`config.mk`:
```
export PLATFORM = sky130hd
export DESIGN_NAME = branch_logic
export DESIGN_NICKNAME = d
export VERILOG_FILES = /design/src/rtl/branch_logic_pkg.sv /design/src/rtl/branch_compare.sv /design/src/rtl/branch_logic.sv
export SDC_FILE = /design/constraint.sdc
export NUM_CORES = 1
export LEC_CHECK = 0
export ABC_AREA = 1
export CAP_MARGIN = 40
export CORE_ASPECT_RATIO = 0.7
export CORE_UTILIZATION = 32
export DETAILED_ROUTE_END_ITERATION = 10
export HOLD_SLACK_MARGIN = 0.06
export PLACE_DENSITY = 0.78
export SYNTH_ARGS = -nofsm -noshare
export SYNTH_HDL_FRONTEND = slang
export SYNTH_SLANG_ARGS = --single-unit
```
`constraint.sdc`:
```
create_clock -name CLK -period 2.1 [get_ports CLK]
set_clock_uncertainty 0.15 [all_clocks]
set_input_delay 0.42 -clock CLK [delete_from_list [all_inputs] [get_ports CLK]]
set_output_delay 0.42 -clock CLK [all_outputs]
set_load 0.03 [all_outputs]
```
`src/rtl/branch_logic_pkg.sv`:
```
// Opcodes and defaults for the RV32IM branch evaluator, shared by the decoder and EX stage.
// Pure declarations: no logic, no latency, no flow control.
package branch_logic_pkg;

  localparam int XLEN_DEFAULT = 32;
  localparam int CNT_W_DEFAULT = 32;

  // funct3-aligned so the decoder can pass funct3 straight through for branches
  localparam logic [2:0] BEQ      = 3'b000;
  localparam logic [2:0] BNE      = 3'b001;
  localparam logic [2:0] JAL_JALR = 3'b010;
  localparam logic [2:0] NONE     = 3'b011;
  localparam logic [2:0] BLT      = 3'b100;
  localparam logic [2:0] BGE      = 3'b101;
  localparam logic [2:0] BLTU     = 3'b110;
  localparam logic [2:0] BGEU     = 3'b111;

endpackage

```
`src/rtl/branch_compare.sv`:
```
// Operand comparator: equality, signed less-than and unsigned less-than of data1 vs data2.
// Combinational, zero latency; no backpressure.
module branch_compare #(
  parameter int XLEN = 32
) (
  input  logic [XLEN-1:0] data1,
  input  logic [XLEN-1:0] data2,
  output logic            eq,
  output logic            lt_signed,
  output logic            lt_unsigned
);

  assign eq          = (data1 == data2);
  assign lt_signed   = ($signed(data1) < $signed(data2));
  assign lt_unsigned = (data1 < data2);

endmodule

```
`src/rtl/branch_logic.sv`:
```
// Branch-taken evaluator with registered copy; optional counters under BRANCH_STATS_EN.
// out is combinational (0 cycles); out_reg and counters update 1 cycle after en=1.
// No backpressure: en only qualifies the registered/statistics path.
module branch_logic
  import branch_logic_pkg::*;
#(
  parameter int XLEN = XLEN_DEFAULT
`ifdef BRANCH_STATS_EN
  ,
  parameter int CNT_W = CNT_W_DEFAULT
`endif
) (
  input  logic             CLK,
  input  logic             RESET,
  input  logic             en,
  input  logic [XLEN-1:0]  data1,
  input  logic [XLEN-1:0]  data2,
  input  logic [2:0]       op,
  output logic             out,
  output logic             out_reg
`ifdef BRANCH_STATS_EN
  ,
  output logic [CNT_W-1:0] taken_count,
  output logic [CNT_W-1:0] eval_count
`endif
);

  logic eq;
  logic lt_signed;
  logic lt_unsigned;

  branch_compare #(.XLEN(XLEN)) u_cmp (
    .data1       (data1),
    .data2       (data2),
    .eq          (eq),
    .lt_signed   (lt_signed),
    .lt_unsigned (lt_unsigned)
  );

  // default arm covers unknown op bits so the redirect never fires spuriously
  always_comb begin
    out = 1'b0;
    case (op)
      BEQ:      out = eq;
      BNE:      out = ~eq;
      JAL_JALR: out = 1'b1;
      NONE:     out = 1'b0;
      BLT:      out = lt_signed;
      BGE:      out = ~lt_signed;
      BLTU:     out = lt_unsigned;
      BGEU:     out = ~lt_unsigned;
      default:  out = 1'b0;
    endcase
  end

  always_ff @(posedge CLK) begin
    if (RESET) begin
      out_reg <= 1'b0;
    end else if (en) begin
      out_reg <= out;
    end
  end

`ifdef BRANCH_STATS_EN
  always_ff @(posedge CLK) begin
    if (RESET) begin
      eval_count  <= '0;
      taken_count <= '0;
    end else if (en) begin
      eval_count <= eval_count + 1'b1;
      if (out) begin
        taken_count <= taken_count + 1'b1;
      end
    end
  end
`endif

endmodule

```
## Word level (Yosys, flattened, before mapping)

Cells that the tools add are included.

- Magnitude comparators: 2
- Bitwise gates (word level): 3
- Reductions and logical operators: 1
- Eq/ne operators: 8
- Mux-type cells: 1

Operator list:

| kind | number |
|---|---|
| $lt 32x32->1 | 2 |
| $eq 32x32->1 | 1 |
| $eq 3x3->1 const B | 4 |
| $pmux 1 s8 | 1 |
| $eq 3x2->1 const B | 2 |
| $eq 3x1->1 const B | 1 |
| $logic_not 3->1 | 1 |
| $not 1->1 | 3 |

- Flip-flop bits (word level): 1
- Input bits: 70

## Longest topological paths before layout

- Depth after elaboration: 3
- Depth in mapped cells: 19
- Depth with buffers taken out: 19

## Cells and area by module

Synthesis repeated with hierarchy kept, for this count alone.

- Cells, all modules: 168
- Area, all modules: 1003.5 µm²

By module, submodules not included:

| module | cells an instance | times used | seq. area each (µm²) | area an instance (µm²) |
|---|---|---|---|---|
| branch_compare | 147 | 1 | 0.0 | 895.9 |
| branch_logic | 21 | 1 | 20.0 | 107.6 |

## Least setup slack after synthesis

OpenSTA, ideal clock, no wires.

- Path type: input port to output port
- From: in data2[31]
- To: out out
- Path buffers: 0
- Stages on the path: 11
- Arrival: 1.775 ns
- Data required time: 1.530 ns
- Slack: -0.245 ns
- Path through: inv_1 ha_1 nand2_1 nor2_2 nand2_2 nor3b_2 nand2_2 nand3_1 nand2_1 nor2_1 nand4_2

- Longest elaborated chain between the ends: 3
- Elaborated cells between the ends (all ways): 7
- Those cells by class: 2 x order compare; 1 x eq/ne; 1 x mux; 3 x bitwise

RTL lines:

| item | RTL line | RTL |
|---|---|---|
| start, declared | branch_logic.sv:17 | `input logic [XLEN-1:0] data2,` |
| $lt 32x32->1 (tied with other cells) | branch_compare.sv:15 | `assign lt_unsigned = (data1 < data2);` |
| $not 1->1 (on tied branches) | branch_logic.sv:51, branch_logic.sv:45, branch_logic.sv:49 |  |
| $pmux 1 s8 (*) | branch_logic.sv:43 | `case (op)` |
| end, declared | branch_logic.sv:19 | `output logic out,` |

Mark *: on every way between the ends. The rest lies on a longest branch, timed or not.

## Worst setup path in the final report

- From: in data1[10]
- To: out out

- Longest elaborated chain between the ends: 3
- Elaborated cells between the ends (all ways): 7
- Those cells by class: 2 x order compare; 1 x eq/ne; 1 x mux; 3 x bitwise

RTL lines:

| item | RTL line | RTL |
|---|---|---|
| start, declared | branch_logic.sv:16 | `input logic [XLEN-1:0] data1,` |
| $lt 32x32->1 (tied with other cells) | branch_compare.sv:15 |  |
| $not 1->1 (on tied branches) | branch_logic.sv:51, branch_logic.sv:45, branch_logic.sv:49 |  |
| $pmux 1 s8 (*) | branch_logic.sv:43 |  |

Marked as above.

==> impl_metrics.csv <==
group,metric,value,unit
job,max_cap_violations,0,
routing,routed_wl,2950,um
worst_setup_path,critPathArrivalTime,1.93,ns
floorplanning,dieArea,3430,um^2
worst_setup_path,worstPathMaxFanout,3,
yosys,synth_cell_types,19,
worst_setup_path,r2r_end,"out_reg",
worst_setup_path,crit_buf_inv,4,
hold_path,min_path_cells,2,
pwr,power.density,217,nW/um^2
final_layout,largest_register_ffs,1,
pwr,clkPwrFrac,0,%
status,status,"complete, but fails checks",
yosys,netlist_area,1020,um^2
routing,vias_per_cell,4.55,
floorplanning,die_x,69.6,um
yosys,syn_area_per_cell,6.06,um^2
pwr,irDropWorstVdd,183,uV
yosys,yosys_warnings,0,
final_layout,finalNonFillerCells,283,
placement,placed_area,2060,um^2
final_layout,fin_area,2060,um^2
worst_setup_path,cp-startpoint,"data1[10]",
yosys,synth_seq_cells,1,
floorplanning,core_area,2920,um^2
pwr,swShare,44.3,%
global_route,track_usage,18.0,%
timing,rsz0062_at_grt,"true",
hold_path,holdPathEnd,"out_reg",
worst_setup_path,reg2reg_depth,2,
worst_setup_path,regToRegStartpoint,"out_reg",
pwr,pwr-share-seq,4.9,%
routing,first_iter_violations,17,
worst_setup_path,worstPathRequired,1.53,ns
yosys,yosysSeqAreaShare,1.96,%
clocking,insertion_delay,0,ns
placement,placedCellCount,281,
worst_setup_path,cp_top_family,"simple AND/OR/NAND/NOR gates",
hold_path,hold_class,"register to register",
timing,drv_slew,0,
clocking,clk_pin_slew,0,ns
floorplanning,io_pins,72,
routing,post-route-drc-count,0,
hold_path,worstHoldStart,"out_reg",
pwr,p_comb_share,95.1,%
pwr,p_sw,0.000198,W
yosys,synth_cells,169,
floorplanning,row_count,16,
global_route,overflow,0,
yosys,synth_fp_nets,271,
global_route,grt_max_degree,7,
worst_setup_path,max_stage_delay,0.28,ns
final_layout,post-route-util,70.4,%
timing,worst_pin_slew,0.307,ns
timing,slew_headroom,79.5,%
placement,gp_congestion,0.762,
final_layout,diodes,0,
global_route,antenna_found_initial,0,
global_route,grt_pass1_vias,1273,
floorplanning,die_h,49.3,um
routing,firstDrtPassIters,4,
final_layout,nets,351,
pwr,p_int,0.000249,W
global_route,grt_pass1_wl,5220,um
pwr,leakage,1.03,nW
final_layout,drive_gt1_share,64.0,%
clocking,cts_hold_buf,0,
placement,dp_hpwl,2560,um
worst_setup_path,crit_path_start_kind,"input port",
timing,fmax,400,MHz
timing,finalCriticalPeriod,2.50,ns
status,failed_checks,"negative setup slack",
routing,wire_per_inst,10.4,um
final_layout,area_growth,101,%
worst_setup_path,crit_chain,"clkdlybuf4s15_1 -> ha_4 -> nand2_1 -> nor2_2 -> nand2_2 -> inv_1 -> nand2_1 -> nand2_1 -> nand2_2 -> buf_4 -> nand3_1 -> nand3_2 -> nand4_4 -> buf_6",
worst_setup_path,cp_slowest_cell,"ha_4",
worst_setup_path,critPathCaptureType,"output port",
worst_setup_path,rrSetupSlack,1.33,ns
timing,setup_tns,-0.666,ns
placement,io_buffer_count,71,
worst_setup_path,cpMostUsedCell,"nand2_1",
timing,finalCritPeriodShare,119,%
routing,vias,1287,
timing,finalWorstSetupSlack,-0.402,ns
timing,setup_viol,2,
worst_setup_path,path_class,"input port to output port",
timing,hold_violations,0,
floorplanning,initial_core_util,35.0,%
routing,ant_nets,0,
## cell type report
| cell class | instances | area [um^2] |
|---|---|---|
| multi-input cells | 123 | 1280 |
| fillers | 260 | 865 |
| repair buffers | 78 | 527 |
| inverters | 45 | 184 |
| well taps | 36 | 45.0 |
| flip-flops and latches | 1 | 20.0 |
## kinds of logic after synthesis
family | Yosys count | share of synthesized area [%]
buffers and inverters | 45 | 16.5
DFF | 1 | 1.96
AOI/OAI and AO/OA | 21 | 11.7
adders and majority gates | 32 | 39.1
and+or+nand+nor | 70 | 30.7
## cells in the final DEF (no fill, tap or decap), types with 4 or more instances in the layout
cell type,synthesis,layout
inv_1,45,19
buf_2,0,48
buf_4,0,6
clkdlybuf4s50_1,0,6
ha_4,0,24
nor2_2,2,6
nand2_1,38,28
nand3_1,8,5
a21oi_2,1,11
ha_1,32,6
inv_4,0,4
nor2_1,11,5
buf_6,0,6
nand2_2,3,10
clkdlybuf4s15_1,0,5
inv_2,0,21
## worst max-delay path by stage
stage	to	cells past startpoint
finish	out	14
global route	out	10
CTS	out	13
detailed placement	out	13
global placement	out	13
floorplan	out	11
## Yosys cell counts (all sizes together)
| cell type | instances | area share [%] |
|---|---|---|
| inv | 45 | 17 |
| o22ai | 1 | 0.61 |
| nand4 | 4 | 3.1 |
| dfxtp | 1 | 2.0 |
| a21o | 1 | 0.73 |
| ha | 32 | 39 |
| nand2 | 41 | 16 |
| nor3b | 1 | 1.2 |
| o21a | 2 | 1.5 |
| a21oi | 14 | 7.2 |
| nor2 | 13 | 5.3 |
| o21bai | 1 | 0.73 |
| o21ai | 2 | 0.98 |
| nand3 | 8 | 3.9 |
| nor3 | 3 | 1.5 |
## stage by stage
stage                     setup slack (ns)  total power (W)  hold slack (ns)
final                               -0.402         0.000447            0.380
after detailed placement            -0.909         0.000414            0.397
after global routing                -0.519         0.000498            0.449
after CTS                           -0.360         0.000441            0.398
after global placement              -0.890         0.000405            0.356
after floorplan                     -0.134         0.000214            0.425
## power by group through the flow
stage / Clock [W] / Combinational (W) / Sequential (W)
6_report: 0 / 0.000425 / 0.0000219
5_1_grt: 0 / 0.000476 / 0.0000223
4_1_cts: 0 / 0.000419 / 0.0000220
3_5_place_dp: 0 / 0.000392 / 0.0000220
3_3_place_gp: 0 / 0.000384 / 0.0000217
2_1_floorplan: 0 / 0.000189 / 0.0000251
## worst register-to-register path, cell delays in order, from the launching register on
cell	delay [ns]
dfxtp_1	0.29
o21bai_1	0.15
nor2_1	0.06
## timing repair
| item | in CTS | in global routing |
|---|---|---|
| gates resized for setup | 273 | 11 |
| cloned | 0 | 0 |
| setup buffers | 0 | 2 |
| pin swaps | 84 | 18 |
| setup endpoints to repair | 2 | 2 |
## per-layer routing
metal / track usage, % / vias to the layer above / wire length [um]
li1: - / 695 / -
met4: 0 / 0 / 0
met3: 1.45 / 0 / 167
met5: 0 / - / 0
met2: 31.9 / 33 / 1340
met1: 25.1 / 559 / 1440
Note: power is estimated with default switching activity, not from simulation.
